==> config.mk <==
export PLATFORM = sky130hd
export DESIGN_NAME = fifo_word_unpacker
export DESIGN_NICKNAME = d
export VERILOG_FILES = /design/src/rtl/fifo_word_unpacker.sv
export SDC_FILE = /design/constraint.sdc
export NUM_CORES = 1
export LEC_CHECK = 0
export CAP_MARGIN = 10
export CORE_MARGIN = 2
export CORE_UTILIZATION = 54
export DETAILED_ROUTE_END_ITERATION = 10
export DONT_BUFFER_PORTS = 1
export PLACE_DENSITY = 0.69
export SKIP_LAST_GASP = 1
export SLEW_MARGIN = 30
export SYNTH_ARGS = -nofsm -noshare
export SYNTH_HDL_FRONTEND = slang
export SYNTH_SLANG_ARGS = --single-unit
==> constraint.sdc <==
create_clock -name clk -period 3.4 [get_ports clk]
set_input_delay 0.51 -clock clk [delete_from_list [all_inputs] [get_ports clk]]
set_output_delay 0.51 -clock clk [all_outputs]
set_load 0.05 [all_outputs]
==> src/rtl/fifo_word_unpacker.sv <==
// Pops 32-bit words from a synchronous FIFO and replays them as a byte stream on a
// valid/ready interface, flagging the last byte of each word and counting finished words.
module fifo_word_unpacker #(
  parameter int DATA_W    = 32,
  parameter int BYTE_W    = 8,
  parameter int MSB_FIRST = 1
) (
  input  logic              clk,
  input  logic              rst,
  input  logic              fifo_empty,
  output logic              fifo_rd_en,
  input  logic [DATA_W-1:0] fifo_data,
  output logic              m_valid,
  output logic [BYTE_W-1:0] m_data,
  output logic              m_last,
  input  logic              m_ready,
  output logic              busy,
  output logic [15:0]       word_cnt
);

  localparam int NBYTES = DATA_W / BYTE_W;
  localparam int IDX_W  = (NBYTES > 1) ? $clog2(NBYTES) : 1;
  localparam logic [IDX_W-1:0] LAST_IDX = IDX_W'(NBYTES - 1);

  typedef enum logic [1:0] {S_IDLE, S_WAIT, S_SEND} state_t;

  state_t              state_q, state_d;
  logic [DATA_W-1:0]   shreg_q, shreg_d;
  logic [IDX_W-1:0]    idx_q, idx_d;
  logic [15:0]         cnt_q, cnt_d;
  logic                valid_q, valid_d;
  logic                last_q, last_d;
  logic                xfer;
  logic                last_xfer;
  logic [IDX_W-1:0]    idx_nx;

  function automatic logic [BYTE_W-1:0] head_byte(input logic [DATA_W-1:0] w);
    if (MSB_FIRST != 0) return w[DATA_W-1 -: BYTE_W];
    else                return w[BYTE_W-1:0];
  endfunction

  function automatic logic [DATA_W-1:0] drop_byte(input logic [DATA_W-1:0] w);
    if (MSB_FIRST != 0) return w << BYTE_W;
    else                return w >> BYTE_W;
  endfunction

  assign xfer      = valid_q && m_ready;
  assign last_xfer = xfer && last_q;
  assign idx_nx    = idx_q + 1'b1;

  // The next word is requested in the same cycle the current one finishes, so
  // back-to-back words only lose the single WAIT cycle.
  assign fifo_rd_en = !rst && !fifo_empty &&
                      ((state_q == S_IDLE) || ((state_q == S_SEND) && last_xfer));

  always_comb begin
    state_d = state_q;
    shreg_d = shreg_q;
    idx_d   = idx_q;
    cnt_d   = cnt_q;
    valid_d = valid_q;
    last_d  = last_q;
    case (state_q)
      S_IDLE: begin
        if (!fifo_empty) state_d = S_WAIT;
      end
      S_WAIT: begin
        shreg_d = fifo_data;
        idx_d   = '0;
        valid_d = 1'b1;
        last_d  = (NBYTES == 1);
        state_d = S_SEND;
      end
      S_SEND: begin
        if (xfer) begin
          shreg_d = drop_byte(shreg_q);
          idx_d   = idx_nx;
          last_d  = (idx_nx == LAST_IDX);
          if (last_q) begin
            cnt_d   = cnt_q + 16'd1;
            idx_d   = '0;
            valid_d = 1'b0;
            last_d  = 1'b0;
            state_d = fifo_empty ? S_IDLE : S_WAIT;
          end
        end
      end
      default: begin
        state_d = S_IDLE;
        valid_d = 1'b0;
        last_d  = 1'b0;
      end
    endcase
  end

  always_ff @(posedge clk) begin
    if (rst) begin
      state_q <= S_IDLE;
      shreg_q <= '0;
      idx_q   <= '0;
      cnt_q   <= '0;
      valid_q <= 1'b0;
      last_q  <= 1'b0;
    end else begin
      state_q <= state_d;
      shreg_q <= shreg_d;
      idx_q   <= idx_d;
      cnt_q   <= cnt_d;
      valid_q <= valid_d;
      last_q  <= last_d;
    end
  end

  assign m_valid  = valid_q;
  assign m_data   = head_byte(shreg_q);
  assign m_last   = last_q;
  assign busy     = (state_q != S_IDLE);
  assign word_cnt = cnt_q;

endmodule

======== Word level (Yosys, flattened, before mapping) ========
Cells that the tools add are included.
cells by class
  reduce and logical (&&, ||, !) cells .... 16
  equal/unequal tests ..................... 6
  add/sub/neg operators ................... 2
  bitwise gates (word level) .............. 1
  muxes and demuxes ....................... 16
operator list
  cell                                                 count
  case mux 32 bit (2 select lines)                     1
  two-way mux 32 bit                                   1
  adder 16 x 1 -> 16 bit, second input constant        1
  two-way mux 2 bit                                    5
  AND reduction 3 bit                                  3
  inequality test 2 bit, second input constant         3
  case mux 2 bit (3 select lines)                      1
  logical AND 1 bit                                    5
  two-way mux 1 bit                                    5
  equality test 2 bit, second input constant           2
  case mux 2 bit (2 select lines)                      1
  AND reduction 2 bit                                  2
  nonzero test 2 bit                                   2
  case mux 1 bit (3 select lines)                      1
  adder 2 x 1 -> 2 bit, second input constant          1
  equality test 2 x 1 -> 1 bit, second input constant  1
  logical NOT 1 bit                                    2
  logical NOT 2 bit                                    1
  case mux 1 bit (2 select lines)                      1
  logical OR 1 bit                                     1
  NOT 1 bit                                            1
word-level totals
  flip-flop bits (word level) ............. 54
  bits of input ports ..................... 36
  output and inout bits ................... 28

======== Longest topological paths before layout ========
  depth in word-level cells ............... 5
  gate-level depth with buffers ........... 6
  mapped depth without buffers ............ 5

======== Worst setup path after synthesis ========
Ideal clock, no wire load.
  path kind ............................... reg-to-output
  from .................................... register valid_q, in the netlist m_valid
  to ...................................... output fifo_rd_en
  slack ................................... -0.623 ns
  arrival ................................. 3.513 ns
  stages on the path, launching flop included .. 4
  path through ............................ dfxtp_1 > buf_2 > nand3_1 > a2111oi_0
on the way
  longest elaborated chain between the ends .. 5
ends and longest elaborated chain
  item                      line  source
  start: declaration        31    logic valid_q, valid_d;
  start signal: assignment  109   valid_q <= valid_d;
  logical AND 1 bit         47    assign xfer = valid_q && m_ready;
  logical AND 1 bit         48    assign last_xfer = xfer && last_q;
  logical AND 1 bit         54    ((state_q == S_IDLE) || ((state_q == S_SEND) && last_xfer));
  logical OR 1 bit          54
  logical AND 1 bit         53    assign fifo_rd_en = !rst && !fifo_empty &&
  end: declaration          11    output logic fifo_rd_en,
Every way passes these cells.

======== Worst setup path in the final report ========
  from .................................... register last_q, in the netlist m_last
  to ...................................... output fifo_rd_en
on the way
  longest elaborated chain between the ends .. 4
ends and longest elaborated chain
  item                      line  source
  start: declaration        32    logic last_q, last_d;
  start signal: assignment  110   last_q <= last_d;
  logical AND 1 bit         48
  logical AND 1 bit         54
  logical OR 1 bit          54
  logical AND 1 bit         53
Every way passes these cells.

==> results.md <==
- Status: complete, no violations
- Die Width: ~70 µm
- WP buf/inv: 1
- Largest net degree at the start of global routing: 57
- Yosys top cell by area: dfxtp_1
- Critical Path Sink Type: primary output
- Final HPWL DP: 2.90 mm
- Final hold vios: 0
- Total power: 1.18 mW
- # DRC: 0
- Final slew viol count: 0
- Fill count: between 300 and 400
- First-pass GRT wire length: 6.96 mm
- Die Area: between 5000 and 6000 µm²
- Initial drt markers: about 130
- Setup_tns: 0 ps
- # clock sinks: 54
- Initial Utilization: between 50% and 60%
- Post-CTS Hold Fix Bufs: 0
- RSZ-0062 raised after global routing: no
- Cell Area, Placed: about 2400 µm²
- Startpoint types: flip-flop
- Post-synthesis instance area: around 2400 µm²
- Synth warn: 0
- Maximum Capacitance Violations: 0
- I/O pins: 64
- Critical path class: reg -> out
- Core Footprint: 4350 µm²
- Setup Skew: 7.51 ps
- Post-route cell area: about 2500 µm²
- Final WS setup: between 800 and 900 ps
- CTS root buffer: clkbuf_8
- Final Hold Slack: 268 ps
- Setup violations, final: 0
- Core Rows: 24
- Min cycle time layout: around 2500 ps
- Share of cells above drive strength 1: 8.06%
- Stages on the worst setup path: 3
- Sequential area share after synthesis: 44.6%
- Worst-path clk slew: about 90 ps
- GRT Overall Usage: 17.0%
- Mapped Cells: 265
- Ys flop type: dfxtp_1
- Final ANT Viol Nets: 0
- Commonest non-fill, non-tap cell in the layout: dfxtp_1
- WL final: between 4 and 5 mm
- Avg Cell Area, Syn: 9.15 µm²
- Final period util: between 70% and 80%
- Wire per inst: between 10 and 15 µm
- Most frequent cells in the layout: dfxtp_1, nor2_1, a211oi_1
- Via count: approximately 1,700
- Worst Setup SP: m_last
- Most area-consuming cells after synthesis: dfxtp_1, mux2i_1, a211oi_1
- Overflow after GRT: 0
- Vias in the first global route: ~1,500
- Number of antenna diodes: 0
- Post-CTS Resized: 0
- Die height: slightly above 70 µm
- Post-Synthesis Net Count: between 300 and 400
- Max Clk Rate: 398 MHz
- Top delay family on crit path: flip-flops
- Worst R2R End: word_cnt[15]
- Area share of the largest cell type after synthesis: 44.6%
- Max IR drop VDD: ~280 µV
- 1st-pass router iterations: 4
- Worst Path Max Fanout: 9
- Slew headroom: a little over half
- CTS tree: built
- Reg2reg path depth: 4
- Initial antenna violation count: 0
- Tightest Pin Transition: just over 700 ps
- GP Congestion: between 0.7 and 0.8
- Placed Cells: between 200 and 300
- Pwr Density: approximately 480 nW/µm²
- Netlist cell types: between 40 and 50
- Flops & latches, synth: 54
- Crit path to: fifo_rd_en
- P&R area growth vs syn: 1.60%
- Final Util: a little under three fifths
- Reg2Reg Setup Slack: 1300 ps
- Clk_lat worst skew: about 300 ps
- Hold Crit Class: in -> reg
- Total Nets Final: ~290
- CTS buffer count: 5
- RR Startpoint: word_cnt[3]
- Required time of the worst setup path: between 2000 and 3000 ps
- Post-route insts no fill: 300
- H-tree levels: 2
- Crit-path cells: nand3_1 -> a2111oi_2 -> buf_4
- Worst slack at placement: around 1200 ps
- Port Buf Inserts: 0
- CP arrival: 2000 ps
- LEAKAGE: between 0.9 and 1 nW
- Clock Path Buffers: 2
- Post-synth EDFFs: 0
- CP max-delay cell: dfxtp_1
- Asr flop ratio synth: 0%
- Post-CTS Setup Bufs: 0
- Vias/cell: slightly below 6
- Crit path largest cell delay: approximately 780 ps
[power by group]
| group | internal, mW | switching, mW |
|---|---|---|
| sequential | 0.664 | 0.0481 |
| combinational | 0.0511 | 0.0682 |
| clock | 0.146 | 0.201 |
| total | 0.861 | 0.317 |
[cell usage after synthesis (2+ instances only)]
library cell	count
xnor2_1	2
a211oi_1	25
inv_1	3
nand2_1	9
a21oi_1	11
or4_1	5
nor2_1	42
nor2b_1	2
nor3_1	3
xor2_1	6
dfxtp_1	54
o31ai_1	3
nand4_1	3
a2111oi_0	2
clkbuf_1	9
buf_1	2
nand2b_1	2
buf_4	10
a22oi_1	8
buf_2	6
and3_1	3
o21ai_0	3
ha_1	2
nand3_1	8
mux2i_1	24
or3_1	3
[worst min-delay path by stage]
stage / slack (ps) / depth (start not counted) / endpoint / from
2_1_floorplan: 440 / 2 / idx_q[1] / idx_q[1]
3_5_place_dp: 450 / 2 / idx_q[1] / idx_q[1]
6_report: 270 / 1 / word_cnt[12] / rst
4_1_cts: 250 / 1 / word_cnt[10] / rst
3_3_place_gp: 440 / 2 / idx_q[1] / idx_q[1]
5_1_grt: 240 / 1 / shreg_q[17] / rst
[registers in the layout, summed over array words and instances (netlist names)]
name / flops
word_cnt: 16
shreg_q: 32
idx_q: 2
m_last: 1
state_q: 2
m_valid: 1
[cell type report]
class                   instances  area (µm²)  area share, %
clock inverters                 2        13.8          0.559
repair buffers                  4        30.0           1.22
inverters                       3        11.3          0.457
multi-input cells             179        1190           48.3
flip-flops and latches         54        1080           43.9
clock buffers                   6        72.6           2.95
well taps                      52        65.1           2.64
[per-layer routing]
metal / global-route usage [%] / part of all wire [%] / vias up
met5: 0 / 0 / -
met4: 5.66 / 1.3 / 0
met3: 6.84 / 7.0 / 6
met2: 24.7 / 43 / 45
met1: 22.9 / 48 / 785
li1: - / - / 909
[kinds of logic (layout without fill, tap and decap cells)]
kind of cell,after synthesis,in the layout,synth area share [%]
simple gates,89,89,18.3
buf+inv,32,15,7.17
compound gates,55,55,15.6
fa+ha+maj,2,2,1.03
flops,54,54,44.6
mux,25,25,10.4
xor+xnor,8,8,2.89
Note: power is estimated with default switching activity, not from simulation.
